### config.mk
export PLATFORM = sky130hd
export DESIGN_NAME = video_pixel_sink_flat
export DESIGN_NICKNAME = d
export VERILOG_FILES = /design/src/rtl/video_pixel_sink_if.sv /design/src/rtl/video_pixel_sink.sv /design/src/flat_wrapper.sv
export SDC_FILE = /design/constraint.sdc
export NUM_CORES = 1
export LEC_CHECK = 0
export CORE_ASPECT_RATIO = 1.1
export CORE_MARGIN = 1.5
export CORE_UTILIZATION = 54
export DETAILED_ROUTE_END_ITERATION = 16
export PLACE_DENSITY = 0.81
export REMOVE_ABC_BUFFERS = 1
export SLEW_MARGIN = 0
export SYNTH_ARGS = -nofsm -noshare
export SYNTH_HDL_FRONTEND = slang
export SYNTH_SLANG_ARGS = --single-unit
### constraint.sdc
create_clock -name clock -period 3.4 [get_ports clock]
set_clock_uncertainty 0.2 [all_clocks]
set_input_delay 0.68 -clock clock [delete_from_list [all_inputs] [get_ports clock]]
set_output_delay 0.68 -clock clock [all_outputs]
set_load 0.01 [all_outputs]
### src/rtl/video_pixel_sink_if.sv
// Pixel-write stream into the sink, its plot-style output port and status flags.
// The master side is the environment (upstream writer and frame-buffer writer).
interface video_pixel_sink_if;
  logic [8:0]  in_x;
  logic [7:0]  in_y;
  logic [4:0]  in_red;
  logic [5:0]  in_green;
  logic [4:0]  in_blue;
  logic        in_pixel_en;
  logic        waitrequest;

  logic [8:0]  out_x;
  logic [7:0]  out_y;
  logic [2:0]  out_colour;
  logic        out_plot;
  logic        out_ready;

  logic [15:0] frame_count;
  logic        drop_flag;

  modport master (
    output in_x, in_y, in_red, in_green, in_blue, in_pixel_en, out_ready,
    input  waitrequest, out_x, out_y, out_colour, out_plot, frame_count, drop_flag
  );

  modport slave (
    input  in_x, in_y, in_red, in_green, in_blue, in_pixel_en, out_ready,
    output waitrequest, out_x, out_y, out_colour, out_plot, frame_count, drop_flag
  );
endinterface

### src/rtl/video_pixel_sink.sv
// Video pixel sink: thresholds RGB565 to 3-bit colour, gates whole frames,
// buffers in a FIFO and drains through a registered valid/ready plot slot.
module video_pixel_sink #(
  parameter int FIFO_AW = 4,
  parameter int THRESH  = 16,
  parameter int SKIP    = 0
) (
  input  logic              clock,
  input  logic              resetn,
  video_pixel_sink_if.slave bus
);

  localparam int DEPTH = 1 << FIFO_AW;
  localparam int CW    = FIFO_AW + 1;
  localparam int SKW   = (SKIP > 1) ? $clog2(SKIP + 1) : 1;

  typedef enum logic [1:0] {
    ST_WAIT_SOF = 2'd0,
    ST_PASS     = 2'd1,
    ST_SKIP     = 2'd2
  } state_e;

  state_e             state_q;
  logic [SKW-1:0]     skip_cnt_q;

  logic               sof;
  logic               eff_pass;
  logic               full;
  logic               empty;
  logic               push;
  logic               lost;
  logic               xfer;
  logic               load;
  logic [2:0]         colour_w;
  logic [19:0]        entry_w;

  logic [19:0]        mem_q [DEPTH];
  logic [FIFO_AW-1:0] wr_ptr_q;
  logic [FIFO_AW-1:0] rd_ptr_q;
  logic [CW-1:0]      count_q;
  logic [CW-1:0]      count_d;

  logic               plot_q;
  logic [8:0]         x_q;
  logic [7:0]         y_q;
  logic [2:0]         colour_q;
  logic [15:0]        frame_count_q;
  logic               drop_q;

  assign sof = bus.in_pixel_en && (bus.in_x == 9'd0) && (bus.in_y == 8'd0);

  // Green is a 6-bit component, so its threshold is doubled to keep the same ratio.
  assign colour_w = {int'(bus.in_red)   >= THRESH,
                     int'(bus.in_green) >= 2 * THRESH,
                     int'(bus.in_blue)  >= THRESH};
  assign entry_w  = {bus.in_x, bus.in_y, colour_w};

  // The SOF pixel belongs to the frame it opens, so the gate is evaluated
  // against the state this pixel moves into, not the registered one.
  // NOTE: combinational blocks use blocking assignments and assign a default
  // first, so every path drives the output and no latch is inferred.
  always_comb begin
    eff_pass = (state_q == ST_PASS);
    if (sof) begin
      unique case (state_q)
        ST_WAIT_SOF: eff_pass = 1'b1;
        ST_PASS:     eff_pass = (SKIP == 0);
        ST_SKIP:     eff_pass = (skip_cnt_q == SKW'(SKIP));
        default:     eff_pass = 1'b0;
      endcase
    end
  end

  always_ff @(posedge clock or negedge resetn) begin
    if (!resetn) begin
      state_q    <= ST_WAIT_SOF;
      skip_cnt_q <= '0;
    end else if (sof) begin
      unique case (state_q)
        ST_WAIT_SOF: begin
          state_q    <= ST_PASS;
          skip_cnt_q <= '0;
        end
        ST_PASS: begin
          if (SKIP != 0) begin
            state_q    <= ST_SKIP;
            skip_cnt_q <= SKW'(1);
          end
        end
        ST_SKIP: begin
          if (skip_cnt_q == SKW'(SKIP)) begin
            state_q    <= ST_PASS;
            skip_cnt_q <= '0;
          end else begin
            skip_cnt_q <= skip_cnt_q + SKW'(1);
          end
        end
        default: begin
          state_q    <= ST_WAIT_SOF;
          skip_cnt_q <= '0;
        end
      endcase
    end
  end

  // Full/empty come from the registered count: a same-cycle pop never admits a push.
  assign full  = (count_q == CW'(DEPTH));
  assign empty = (count_q == '0);
  assign push  = bus.in_pixel_en && eff_pass && !full;
  assign lost  = bus.in_pixel_en && eff_pass && full;

  assign xfer  = plot_q && bus.out_ready;
  assign load  = (!plot_q || xfer) && !empty;

  always_comb begin
    count_d = count_q;
    case ({push, load})
      2'b10:   count_d = count_q + CW'(1);
      2'b01:   count_d = count_q - CW'(1);
      default: count_d = count_q;
    endcase
  end

  // NOTE: the storage array has no reset; emptiness is defined by the
  // pointers and count alone, so stale entries are never observable.
  always_ff @(posedge clock) begin
    if (push) begin
      mem_q[wr_ptr_q] <= entry_w;
    end
  end

  always_ff @(posedge clock or negedge resetn) begin
    if (!resetn) begin
      wr_ptr_q <= '0;
      rd_ptr_q <= '0;
      count_q  <= '0;
    end else begin
      if (push) begin
        wr_ptr_q <= wr_ptr_q + FIFO_AW'(1);
      end
      if (load) begin
        rd_ptr_q <= rd_ptr_q + FIFO_AW'(1);
      end
      count_q <= count_d;
    end
  end

  // Output slot: refilled on the same edge that hands its word downstream.
  always_ff @(posedge clock or negedge resetn) begin
    if (!resetn) begin
      plot_q   <= 1'b0;
      x_q      <= '0;
      y_q      <= '0;
      colour_q <= '0;
    end else if (load) begin
      plot_q                 <= 1'b1;
      {x_q, y_q, colour_q}   <= mem_q[rd_ptr_q];
    end else if (xfer) begin
      plot_q <= 1'b0;
    end
  end

  always_ff @(posedge clock or negedge resetn) begin
    if (!resetn) begin
      frame_count_q <= '0;
      drop_q        <= 1'b0;
    end else begin
      if (sof) begin
        frame_count_q <= frame_count_q + 16'd1;
      end
      if (lost) begin
        drop_q <= 1'b1;
      end
    end
  end

  assign bus.waitrequest = full;
  assign bus.out_plot    = plot_q;
  assign bus.out_x       = x_q;
  assign bus.out_y       = y_q;
  assign bus.out_colour  = colour_q;
  assign bus.frame_count = frame_count_q;
  assign bus.drop_flag   = drop_q;

endmodule

### src/flat_wrapper.sv
// flat-port wrapper written by rule: the top's interface ports become plain ports
module video_pixel_sink_flat 
#(
  parameter int FIFO_AW = 4,
  parameter int THRESH  = 16,
  parameter int SKIP    = 0
)
  (clock, resetn, bus_in_x, bus_in_y, bus_in_red, bus_in_green, bus_in_blue, bus_in_pixel_en, bus_out_ready, bus_waitrequest, bus_out_x, bus_out_y, bus_out_colour, bus_out_plot, bus_frame_count, bus_drop_flag);
  video_pixel_sink_if bus_i ();
  input  logic clock;
  input  logic resetn;
  input wire logic [$bits(bus_i.in_x)-1:0] bus_in_x;
  input wire logic [$bits(bus_i.in_y)-1:0] bus_in_y;
  input wire logic [$bits(bus_i.in_red)-1:0] bus_in_red;
  input wire logic [$bits(bus_i.in_green)-1:0] bus_in_green;
  input wire logic [$bits(bus_i.in_blue)-1:0] bus_in_blue;
  input wire logic [$bits(bus_i.in_pixel_en)-1:0] bus_in_pixel_en;
  input wire logic [$bits(bus_i.out_ready)-1:0] bus_out_ready;
  output wire logic [$bits(bus_i.waitrequest)-1:0] bus_waitrequest;
  output wire logic [$bits(bus_i.out_x)-1:0] bus_out_x;
  output wire logic [$bits(bus_i.out_y)-1:0] bus_out_y;
  output wire logic [$bits(bus_i.out_colour)-1:0] bus_out_colour;
  output wire logic [$bits(bus_i.out_plot)-1:0] bus_out_plot;
  output wire logic [$bits(bus_i.frame_count)-1:0] bus_frame_count;
  output wire logic [$bits(bus_i.drop_flag)-1:0] bus_drop_flag;
  assign bus_i.in_x = bus_in_x;
  assign bus_i.in_y = bus_in_y;
  assign bus_i.in_red = bus_in_red;
  assign bus_i.in_green = bus_in_green;
  assign bus_i.in_blue = bus_in_blue;
  assign bus_i.in_pixel_en = bus_in_pixel_en;
  assign bus_i.out_ready = bus_out_ready;
  assign bus_waitrequest = bus_i.waitrequest;
  assign bus_out_x = bus_i.out_x;
  assign bus_out_y = bus_i.out_y;
  assign bus_out_colour = bus_i.out_colour;
  assign bus_out_plot = bus_i.out_plot;
  assign bus_frame_count = bus_i.frame_count;
  assign bus_drop_flag = bus_i.drop_flag;
  video_pixel_sink #(.FIFO_AW(FIFO_AW), .THRESH(THRESH), .SKIP(SKIP)) u_core (.clock(clock), .resetn(resetn), .bus(bus_i));
endmodule
# Word-level counts from Yosys, hierarchy flattened
# Memories as Yosys holds them, arrays and structs flattened. A register that Yosys moved wholly into a read port is not among the register bits.
# Cells that the tools add are included.
[word_totals]
ff_bits = 34
mem_bits_rw = 320
in_bits = 37
wordCells = 58
memories = 1
[op_classes]
n_addsub = 6
magnitude_cmp = 3
eq_ne = 6
mux = 11
bitwise = 2
n_reduce_logical = 21
[mem_list]
columns = ["memory", "words", "width", "read_ports", "rd_ports_with_merged_regs", "write_ports", "line_no", "rtl"]
rows = [
  ["u_core.mem_q", 16, 20, 1, 1, 1, "video_pixel_sink.sv:37", "logic [19:0] mem_q [DEPTH];"],
]
[ops]
columns = ["operator", "n"]
rows = [
  ["adder 16 x 1 -> 16 bit, second input constant", 1],
  ["greater-or-equal comparator 5 bit, second input constant", 2],
  ["one-hot mux 5 bit (2 select lines)", 1],
  ["zero test 9 bit", 1],
  ["adder 4 x 1 -> 4 bit, second input constant", 2],
  ["zero test 8 bit", 1],
  ["logical AND 1 bit", 7],
  ["greater-or-equal comparator 6 bit, second input constant", 1],
  ["two-way mux 1 bit", 6],
  ["one-hot mux 2 bit (3 select lines)", 1],
  ["adder 5 x 1 -> 5 bit, second input constant", 1],
  ["equality test 5 bit, second input constant", 1],
  ["zero test 5 bit", 1],
  ["subtractor 5 x 1 -> 5 bit, second input constant", 1],
  ["equality test 2 x 1 -> 1 bit, second input constant", 2],
  ["equality test 2 bit, second input constant", 2],
  ["zero test 1 bit", 4],
  ["one-hot mux 1 bit (2 select lines)", 2],
  ["nonzero test 2 bit", 2],
  ["AND reduction 3 bit", 1],
  ["zero test 2 bit", 1],
  ["two-way mux 2 bit", 1],
  ["!= test 2 bit, second input constant", 1],
  ["inverter 1 bit", 2],
  ["4 further kinds", 4],
]

# Logic depth before layout (Yosys ltp)
# Gate-level depths: netlist (run 1).
[logic_depth]
ltp_word = 8
mapped_depth = 13
mapped_depth_nobuf = 11

# Worst setup path after synthesis (run 1)
# No wires, ideal clock.
[synth_path]
path_type = "input -> register"
startpoint = "input port bus_in_y[1]"
endpoint = "register u_core.count_q[4]"
t_arrival_ns = 2.794
required_time_ns = 3.072
slack_ns = 0.278
path_stages = 12
path_buffers = 1
cell_sequence = "nor4b_1 > a31o_2 > nand3_1 > ha_1 > clkbuf_1 > xor2_1 > ha_1 > a211oi_1 > a21oi_1 > a32oi_1 > nor2_1 > xor2_1"
[synth_via]
elab_chain_len = 7
[synth_rtl]
columns = ["item", "line_no", "rtl"]
rows = [
  ["from (decl)", "flat_wrapper.sv:13", "input wire logic [$bits(bus_i.in_y)-1:0] bus_in_y;"],
  ["zero test 8 bit *", "video_pixel_sink.sv:50", "assign sof = bus.in_pixel_en && (bus.in_x == 9'd0) && (bus.in_y == 8'd0);"],
  ["logical AND 1 bit *", "video_pixel_sink.sv:50", ""],
  ["two-way mux 1 bit *", "video_pixel_sink.sv:64", "if (sof) begin"],
  ["logical AND 1 bit * (2 in a row)", "video_pixel_sink.sv:109", "assign push = bus.in_pixel_en && eff_pass && !full;"],
  ["equality test 2 x 1 -> 1 bit / equality test 2 bit (equally long branches)", "video_pixel_sink.sv:117", "case ({push, load})"],
  ["one-hot mux 5 bit (2 select lines) / nonzero test 2 bit (equally long branches)", "--", ""],
  ["to (signal assigned)", "video_pixel_sink.sv:144", "count_q <= count_d;"],
  ["to (decl)", "video_pixel_sink.sv:40", "logic [CW-1:0] count_q;"],
]
# Mark *: on every way between the ends. The rest lies on a longest branch, timed or not.
# A chain may end at the register's enable or synchronous reset.

# Final worst setup path (run 1)
[layout_path]
startpoint = "input port bus_in_x[7]"
endpoint = "register u_core.count_q[4]"
[layout_via]
elab_chain_len = 8
[layout_rtl]
columns = ["item", "line_no", "rtl"]
rows = [
  ["from (decl)", "flat_wrapper.sv:12", "input wire logic [$bits(bus_i.in_x)-1:0] bus_in_x;"],
  ["zero test 9 bit *", "video_pixel_sink.sv:50", ""],
  ["logical AND 1 bit * (2 in a row)", "video_pixel_sink.sv:50", ""],
  ["two-way mux 1 bit *", "video_pixel_sink.sv:64", ""],
  ["logical AND 1 bit * (2 in a row)", "video_pixel_sink.sv:109", ""],
  ["equality test 2 x 1 -> 1 bit / equality test 2 bit (equally long branches)", "video_pixel_sink.sv:117", ""],
  ["one-hot mux 5 bit (2 select lines) / nonzero test 2 bit (equally long branches)", "--", ""],
]
# Marks and branches as above.

==> impl_metrics.ini, run 1 <==
[run_status]
status = finished, final reports clean

[critical_path]
critical_path_depth = 13
worst-path-max-fanout = 4
critPathTopFamily = buffers and inverters
reg2reg_to = u_core.count_q[4]
type_of_the_setup_path_with_the_least_slack = input port to flop
cp_cell_sequence = clkdlybuf4s50_1 > nor4_2 > buf_4 > a31o_2 > nand3_1 > ha_1 > xor2_1 > ha_1 > a211oi_1 > a21oi_1 > a32oi_1 > nor2_1 > xor2_1
endpoint = u_core.count_q[4]
worst_reg_to_reg_path_cell_count = 11
r2r-start = u_core.count_q[2]
startpoint = bus_in_x[7]
worst-r2r-setup-slack_ps = 420
critPathMaxStageDelay_ps = 530
timing.critical_path.buf_inv = 2
crit_arrival_ps = 3400
critPathSlowestCell = sky130_fd_sc_hd__clkdlybuf4s50_1
cp-end-kind = flop
required_ps = 3590
worst_setup_path_start_kind = input port

[clocking]
cts.sinks = 372
cts_setup_buffers = 0
cts_inserted_buffers = 36
cts_repair_resize_count = 0
cts.htree.levels = 2
worstSkewPairLatency_ps = 510
clock_tree.buffer_depth = 3
cts-hold-fix-buffers = 0
clock-root-buffer = sky130_fd_sc_hd__clkbuf_16
worst_setup_hold_path_clk_slew_ps = 60
cts_tree = yes

[die]
initial_core_util = 0.5466
die_w_um = 160.3
die_area_mm2 = 0.02821
dieHeight_um = 176.0
rows = 63
num_io_pins = 76
core-area_mm2 = 0.02688

[grt]
antenna_found_initial = 0
via_count_of_the_first_global_routing_pass = 7868
grt_start_max_net_pins = 64
globalRouteTotalUtil = 0.2271
grt_first_pass_wirelength_mm = 46.80
grt.overflow.total = 0

[pwr]
power_leakage_nw = 6.097
p_total_mw = 12.31
worst_ir_drop_vdd_mv = 0.5041
p_per_area_mw_per_mm2 = 703.3

[synth]
syn_area_mm2 = 0.01469
ys_warn_count = 0
syn_area_per_cell_um2 = 19.64
synthXorXnorAreaFrac = 0.01550
synthAdderAreaFrac = 0.007665
netlist_instances = 748
post_synth_and_or_nand_nor_area_fraction = 0.03832
synth-seq-area-share = 0.7426
main_combinational_cell_family_by_area_after_synthesis = multiplexers
synth_cell_type_count = 43
synth.mux.area_fraction = 0.1570
synth_compound_area_frac = 0.02138
ff_latch_count_synth = 372

[sta]
timing.final.crit_period_ps = 3214
clock.fmax_mhz = 311.2
setup_repair_after_global_routing_missed_its_margin = no
hold_viol = 0
worst-slew-pin-transition_ps = 952.5
relSlewSlack = 0.3650
slew_viol_final = 0
period_share = 0.9452
fin_tns_setup_ps = 0
final-setup-viol-count = 0

[drt]
drt-initial-drc-count = 613
detail_route.vias_per_cell = 5.899
postRouteAntennaNets = 0
routedWlPerCell_um = 24.32
num_vias = 7504
drt-pass1-iter-count = 6
wl_mm = 30.93
detail_route.drc_violations = 0

[layout]
finish.net_count = 935
num_antenna_cells = 0
layout-drive-gt1-share = 0.2710
fillerInstances = 1713
syn2layout_area_growth_pct = 19.09
layoutNonFillerInstCount = 1272
final_cell_area_mm2 = 0.01750

[placed_design]
place_inst = 1208
dp_hpwl_mm = 18.13
port-buffer-count = 62
place.gp.congestion = 0.8207
dpl_cell_area_mm2 = 0.01631

[job]
timing.max_cap.violations = 0

[min_path]
min_path_type = input port to asynchronous set/reset pin
-- worst min path at each step --
stage | cells past startpoint | endpoint | startpoint | slack (ps)
after detailed placement | 1 | u_core.bus.drop_flag | u_core.bus.drop_flag | 260
final | 2 | u_core.bus.frame_count[15] | resetn | 130
after global routing | 2 | u_core.bus.frame_count[3] | resetn | 190
after CTS | 2 | u_core.bus.frame_count[3] | resetn | 160
after floorplan | 0 | u_core.bus.drop_flag | resetn | 180
after global placement | 2 | u_core.bus.out_y[7] | u_core.bus.out_y[7] | 260
-- state kept, by name (all words and copies together), names as in the netlist --
| signal | cells |
|---|---|
| u_core.bus.out_y | 8 |
| u_core.bus.frame_count | 16 |
| u_core.mem_q | 320 |
| u_core.bus.out_plot | 1 |
| u_core.bus.out_x | 9 |
| u_core.count_q | 5 |
| u_core.bus.drop_flag | 1 |
| u_core.bus.out_colour | 3 |
| u_core.state_q | 1 |
| u_core.rd_ptr_q | 4 |
| u_core.wr_ptr_q | 4 |
-- cell usage in the layout, fill, tap and decap left out, types with 3 or more instances in the layout --
cell | Yosys | layout
sky130_fd_sc_hd__mux2_2 | 23 | 23
sky130_fd_sc_hd__clkbuf_16 | 0 | 37
sky130_fd_sc_hd__dfrtp_1 | 52 | 49
sky130_fd_sc_hd__clkdlybuf4s50_1 | 0 | 61
sky130_fd_sc_hd__bufinv_16 | 0 | 4
sky130_fd_sc_hd__mux4_2 | 68 | 68
sky130_fd_sc_hd__buf_4 | 6 | 68
sky130_fd_sc_hd__nand2_1 | 60 | 60
sky130_fd_sc_hd__nor2_1 | 18 | 10
sky130_fd_sc_hd__clkinv_1 | 0 | 6
sky130_fd_sc_hd__nand4_1 | 7 | 7
sky130_fd_sc_hd__clkinv_2 | 0 | 8
sky130_fd_sc_hd__ha_1 | 9 | 9
sky130_fd_sc_hd__clkinv_4 | 0 | 3
sky130_fd_sc_hd__edfxtp_1 | 320 | 320
sky130_fd_sc_hd__dfrtp_4 | 0 | 3
sky130_fd_sc_hd__and2_1 | 12 | 12
sky130_fd_sc_hd__mux2i_1 | 20 | 20
sky130_fd_sc_hd__xnor2_1 | 15 | 15
sky130_fd_sc_hd__xor2_1 | 11 | 11
sky130_fd_sc_hd__mux4_1 | 12 | 12
sky130_fd_sc_hd__a21oi_1 | 24 | 24
sky130_fd_sc_hd__and3_1 | 6 | 6
sky130_fd_sc_hd__nor4_1 | 4 | 3
sky130_fd_sc_hd__o21ai_1 | 19 | 19
sky130_fd_sc_hd__nor2_2 | 0 | 8
sky130_fd_sc_hd__buf_12 | 0 | 13
-- synthesized netlist by cell type (all sizes together) --
master	n	area, um2
a32oi	1	8.760
o21ai	23	130.1
nor3	2	10.01
nor4	4	25.02
or2	1	6.260
buf	31	212.7
ha	9	112.6
nor2	18	67.56
or4	1	11.26
a211oi	2	15.01
mux2i	20	200.2
o31ai	1	7.510
nand2	60	225.2
inv	3	11.26
nand4	7	43.79
and3	6	37.54
a21o	1	7.510
nor4b	1	8.760
nand4b	1	8.760
mux4	80	1847
dfrtp	52	1301
a21boi	1	7.510
xnor2	15	131.4
edfxtp	320	9609
and2	12	75.07
and4	1	8.760
a21oi	24	120.1
clkbuf	9	33.78
or3	1	6.260
nand2b	2	12.51
a31o	2	17.52
xor2	11	96.34
mux2	23	259.0
nor2b	1	6.260
nand3	2	10.01
-- worst register-to-register path, delay by kind of cell (launching register included) --
| family | cells | cell delay, ps |
|---|---|---|
| AO/OA/AOI/OAI | 4 | 680 |
| AND/OR/NAND/NOR | 2 | 670 |
| flip-flops | 1 | 470 |
| adder cells (fa/ha/maj) | 2 | 460 |
| XOR/XNOR | 2 | 310 |
| buffers and inverters | 1 | 80 |
-- final cells by class --
class / count / area [um2] / area share
sequential: 372 / 10920 / 0.6242
multi-input combinational: 333 / 3550 / 0.2029
timing repair buffer: 143 / 1386 / 0.07923
clock buffer: 40 / 947.2 / 0.05413
tap: 357 / 446.7 / 0.02553
clock inverter: 24 / 234.0 / 0.01337
inverter: 3 / 11.26 / 0.0006436
-- metrics by stage --
step,hold slack (ps),worst slack (ps),util
3_3_place_gp,259.6,-196.3,0.6068
5_1_grt,193.9,26.73,0.6509
2_1_floorplan,184.4,-245.0,-
3_5_place_dp,259.6,-303.7,0.6068
6_report,131.2,186.4,0.6509
4_1_cts,155.4,158.4,0.6507
-- metal layers --
metal	wire length, um	global-route usage
met1	12090	0.2936
met2	15720	0.3870
met3	1940	0.03430
met4	1191	0.1001
met5	0	0
-- power by group --
group / switching [mW] / internal (mW) / total (mW) / leakage [nW]
clock network: 1.63 / 2.32 / 3.96 / 0.584
registers: 0.271 / 5.15 / 5.42 / 3.53
logic: 1.33 / 1.60 / 2.93 / 1.98
-- cell families after synthesis --
logic type / after synthesis
buf+inv: 43
simple gates: 120
fa+ha+maj: 9
flops: 372
mux: 123
xor+xnor: 26
compound gates: 55
(Power assumes the default switching activity.)
==> run 2: changes to the inputs <==
Settings changed: MAX_ROUTING_LAYER from default to met4.
==> run 2 against run 1 <==
Total power is essentially flat. First-iteration DRC count shrank 1.3%. Sequential cell count is the same. Wire length is essentially flat. Die area is the same.
==> impl_metrics.ini, run 2 (synthesized netlist as in run 1, its figures left out) <==
[die]
rows = 63
num_io_pins = 76
die_w_um = 160.3
initial_core_util = 0.5466
die_area_mm2 = 0.02821
core-area_mm2 = 0.02688
dieHeight_um = 176.0

[layout]
most-common-layout-cells = sky130_fd_sc_hd__edfxtp_1 (320), sky130_fd_sc_hd__mux4_2 (68), sky130_fd_sc_hd__buf_4 (68)
num_antenna_cells = 0
syn2layout_area_growth_pct = 19.09
postLayoutCoreUtil = 0.6509
layout_commonest_cell = sky130_fd_sc_hd__edfxtp_1
max_reg_flops = 320
finish.net_count = 935
layout-drive-gt1-share = 0.2710
fillerInstances = 1713
max_flop_register = u_core.mem_q

[drt]
detail_route.drc_violations = 0
postRouteAntennaNets = 0
drt-pass1-iter-count = 5
wl_mm = 30.95
detail_route.vias_per_cell = 5.919
routedWlPerCell_um = 24.33
num_vias = 7529
drt-initial-drc-count = 605

[critical_path]
critPathTopFamily = buffers and inverters
required_ps = 3590
type_of_the_setup_path_with_the_least_slack = input port to flop
critPathSlowestCell = sky130_fd_sc_hd__clkdlybuf4s50_1
critPathMaxStageDelay_ps = 540
crit_arrival_ps = 3410
cp-end-kind = flop
r2r-start = u_core.count_q[2]
startpoint = bus_in_x[7]
worst_setup_path_start_kind = input port
worst-path-max-fanout = 4
timing.critical_path.buf_inv = 2
worst-r2r-setup-slack_ps = 410
cp_cell_sequence = clkdlybuf4s50_1 > nor4_2 > buf_4 > a31o_2 > nand3_1 > ha_1 > xor2_1 > ha_1 > a211oi_1 > a21oi_1 > a32oi_1 > nor2_1 > xor2_1

[grt]
grt_first_pass_wirelength_mm = 46.80
globalRouteTotalUtil = 0.2343
grt_start_max_net_pins = 64
grt.overflow.total = 0
via_count_of_the_first_global_routing_pass = 7865
antenna_found_initial = 0

[clocking]
worst_setup_hold_path_clk_slew_ps = 60
cts.htree.levels = 2
cts_setup_buffers = 0
cts.sinks = 372
cts_inserted_buffers = 36
worstSkewPairLatency_ps = 510
clock-root-buffer = sky130_fd_sc_hd__clkbuf_16
clock_tree.buffer_depth = 3
cts_tree = yes

[sta]
setup_repair_after_global_routing_missed_its_margin = no
slew_viol_final = 0
timing.final.crit_period_ps = 3222
finalWorstSetupSlack_ps = 177.7
final-setup-viol-count = 0
relSlewSlack = 0.3838
clock.fmax_mhz = 310.3
fin_tns_setup_ps = 0
period_share = 0.9477
hold_viol = 0
worst-slew-pin-transition_ps = 924.2
timing.hold.ws_ps = 124.3

[placed_design]
place.gp.congestion = 0.8330
port-buffer-count = 62
dp_hpwl_mm = 18.13
worst_case_setup_slack_after_placement_ps = -303.7

[run_status]
status = finished, final reports clean

[pwr]
p_total_mw = 12.32
power_leakage_nw = 6.097
p_per_area_mw_per_mm2 = 704.0
worst_ir_drop_vdd_mv = 0.5052

[job]
timing.max_cap.violations = 0

[min_path]
min_path_type = input port to asynchronous set/reset pin
-- run 2: cell counts in the layout (fill, tap and decap cells not counted) --
No cell type changed its count.
-- run 2: metal layers --
layer | routed length, um | vias up | part of all wire | GRT usage
li1 | - | 3262 | - | -
met2 | 15700 | 310 | 0.51 | 0.3851
met4 | 1175 | 0 | 0.038 | 0.1009
met5 | 0 | - | 0 | -
met3 | 1995 | 85 | 0.064 | 0.03547
met1 | 12090 | 3872 | 0.39 | 0.2944
-- run 2: what timing repair did --
| item | 4_1_cts | 5_1_grt |
|---|---|---|
| hold buffers | 0 | 0 |
| endpoints found under the setup margin | 0 | 1 |
| endpoints found under the hold margin | 0 | 0 |
| gates resized for setup | 0 | 1 |
-- run 2: per-stage QoR --
step	cells	cell area [um2]
floorplan	708	14450
global placement	1208	16310
detailed placement	1208	16310
CTS	1272	17490
global route	1272	17500
finish	1272	17500
-- run 2: worst paths after layout --
kind                                               to  depth (start not counted)
setup / recovery                    u_core.count_q[4]                         13
hold / removal             u_core.bus.frame_count[12]                          2
setup reg to reg                    u_core.count_q[4]                         11
hold reg to reg            u_core.bus.frame_count[15]                          1
max in group asynchronous          u_core.rd_ptr_q[1]                          2
min in group clock         u_core.bus.frame_count[15]                          1
-- run 2: cell type report --
type | count | area, um2 | area share
clock inverters | 24 | 234.0 | 0.01337
clock buffers | 40 | 947.2 | 0.05413
repair buffers | 143 | 1386 | 0.07923
multi-input cells | 333 | 3550 | 0.2029
flip-flops and latches | 372 | 10920 | 0.6242
well taps | 357 | 446.7 | 0.02553
inverters | 3 | 11.26 | 0.0006436
-- run 2: power by group --
group,switching [mW],internal (mW),total (mW)
combinational,1.33,1.60,2.93
clock,1.64,2.32,3.96
sequential,0.272,5.15,5.42
total,3.24,9.07,12.3
==> run 3: changes to the inputs <==
Settings changed: CTS_CLUSTER_SIZE from default to 40, PLACE_DENSITY 0.81 to 0.73.
==> run 3 against run 2 <==
Register-to-register slack gained 20 ps. Setup slack lost 8.1 ps. Design area grew 0.11%. Wire length grew 0.21%. Global-route usage is essentially flat. Critical endpoint unchanged.
==> impl_metrics.ini, run 3 (synthesized netlist as in run 1, its figures left out) <==
[pwr]
power_leakage_nw = 6.047
worst_ir_drop_vdd_mv = 0.5105
p_per_area_mw_per_mm2 = 706.0

[layout]
syn2layout_area_growth_pct = 19.23
fillerInstances = 1714
finish.net_count = 926
max_flop_register = u_core.mem_q
ff_latch_area_mm2 = 0.01092
layout-drive-gt1-share = 0.2627
max_reg_flops = 320
most-common-layout-cells = sky130_fd_sc_hd__edfxtp_1 (320), sky130_fd_sc_hd__mux4_2 (68), sky130_fd_sc_hd__clkdlybuf4s50_1 (61)
multiInputGateArea_mm2 = 0.003571
layout_commonest_cell = sky130_fd_sc_hd__edfxtp_1

[sta]
final-setup-viol-count = 0
period_share = 0.9501
finalWorstSetupSlack_ps = 169.7
fin_tns_setup_ps = 0
worst-slew-pin-transition_ps = 811.7
setup_repair_after_global_routing_missed_its_margin = no
hold_viol = 0
timing.hold.ws_ps = 66.75
timing.final.crit_period_ps = 3230
relSlewSlack = 0.4589
slew_viol_final = 0
clock.fmax_mhz = 309.6

[grt]
globalRouteTotalUtil = 0.2338
grt_start_max_net_pins = 43
grt.overflow.total = 0
grt_first_pass_wirelength_mm = 47.22
antenna_found_initial = 0
via_count_of_the_first_global_routing_pass = 8075

[drt]
detail_route.drc_violations = 0
detail_route.vias_per_cell = 5.955
postRouteAntennaNets = 0
num_vias = 7527
routedWlPerCell_um = 24.54
drt-initial-drc-count = 808
wl_mm = 31.02
drt-pass1-iter-count = 5

[critical_path]
critPathMaxStageDelay_ps = 570
type_of_the_setup_path_with_the_least_slack = input port to flop
critPathSlowestCell = sky130_fd_sc_hd__clkdlybuf4s50_1
worst_setup_path_start_kind = input port
critPathTopFamily = buffers and inverters
timing.critical_path.buf_inv = 2
worst-path-max-fanout = 7
cp-end-kind = flop
crit_arrival_ps = 3410
required_ps = 3580
cp_cell_sequence = clkdlybuf4s50_1 > nor4_4 > buf_4 > a21o_1 > nand3_1 > ha_1 > xor2_1 > ha_1 > a211oi_1 > a21oi_1 > a32oi_1 > nor2_1 > xor2_1

[clocking]
cts_tree = yes
cts.htree.levels = 2
clock-root-buffer = sky130_fd_sc_hd__clkbuf_16
clock_tree.buffer_depth = 3
worst_setup_hold_path_clk_slew_ps = 60
cts.sinks = 372
worstSkewPairLatency_ps = 500
cts_inserted_buffers = 37

[run_status]
status = finished, final reports clean

[placed_design]
worst_case_setup_slack_after_placement_ps = -468.9
dp_hpwl_mm = 17.89
place.gp.congestion = 0.7930
port-buffer-count = 62

[min_path]
min_path_type = input port to asynchronous set/reset pin

[die]
die_w_um = 160.3
num_io_pins = 76
rows = 63
dieHeight_um = 176.0
initial_core_util = 0.5466
die_area_mm2 = 0.02821
core-area_mm2 = 0.02688

[job]
timing.max_cap.violations = 0
run 3: changes by cell type in the layout (fill, tap and decap cells not counted), sizes merged:
cell	before	now
buf	82	72
clkbuf	40	49
clkinv	17	8
clkinvlp	1	3
diode	0	1
inv	5	4
run 3: cell type report:
cell class / count / area share
Sequential cell: 372 / 0.6234
Multi-Input combinational cell: 333 / 0.2039
Timing Repair Buffer: 133 / 0.07843
Clock buffer: 49 / 0.05714
Tap cell: 357 / 0.02550
Clock inverter: 16 / 0.01093
Inverter: 3 / 0.0006429
Antenna cell: 1 / 0.0001429
run 3: path summary, 6_finish.rpt:
| check | from | endpoint | slack, ps | depth (start not counted) |
|---|---|---|---|---|
| setup / recovery | bus_in_x[0] | u_core.count_q[4] | 170 | 13 |
| hold / removal | resetn | u_core.bus.frame_count[15] | 70 | 1 |
| setup reg to reg | u_core.count_q[2] | u_core.count_q[4] | 430 | 11 |
| hold reg to reg | u_core.bus.out_x[4] | u_core.bus.out_x[4] | 270 | 2 |
| max in group asynchronous | resetn | u_core.bus.out_x[4] | 2120 | 2 |
| min in group clock | u_core.bus.out_x[4] | u_core.bus.out_x[4] | 270 | 2 |
run 3: what timing repair did:
action	in CTS	in global routing
setup buffers	0	0
setup endpoints to repair	0	2
resized for setup	0	4
hold buffers	0	0
run 3: per-stage QoR:
step	util	total power [mW]	cells	instance area (um2)
floorplan	-	7.569	708	14450
global placement	0.6062	8.374	1198	16290
detailed placement	0.6062	8.462	1198	16290
CTS	0.6506	12.46	1263	17490
global route	0.6516	12.84	1263	17510
finish	0.6517	12.37	1264	17520
run 3: power by group:
part | internal (mW) | switching [mW]
Clock | 2.38 | 1.59
Sequential | 5.15 | 0.370
Combinational | 1.59 | 1.29
Total | 9.12 | 3.25
run 3: routing by layer:
metal	routed length, um	global-route usage
met2	16130	0.3996
met5	0	-
met3	1959	0.03195
met1	12350	0.3003
met4	580	0.05880
run 3: worst reg2reg max path, stage by stage (launching register included):
cell	delay, ps
sky130_fd_sc_hd__dfrtp_1	470
sky130_fd_sc_hd__or4_4	590
sky130_fd_sc_hd__o21ai_4	150
sky130_fd_sc_hd__inv_2	80
sky130_fd_sc_hd__ha_1	230
sky130_fd_sc_hd__xor2_1	180
sky130_fd_sc_hd__ha_1	250
sky130_fd_sc_hd__a211oi_1	270
sky130_fd_sc_hd__a21oi_1	60
sky130_fd_sc_hd__a32oi_1	150
sky130_fd_sc_hd__nor2_1	80
sky130_fd_sc_hd__xor2_1	140
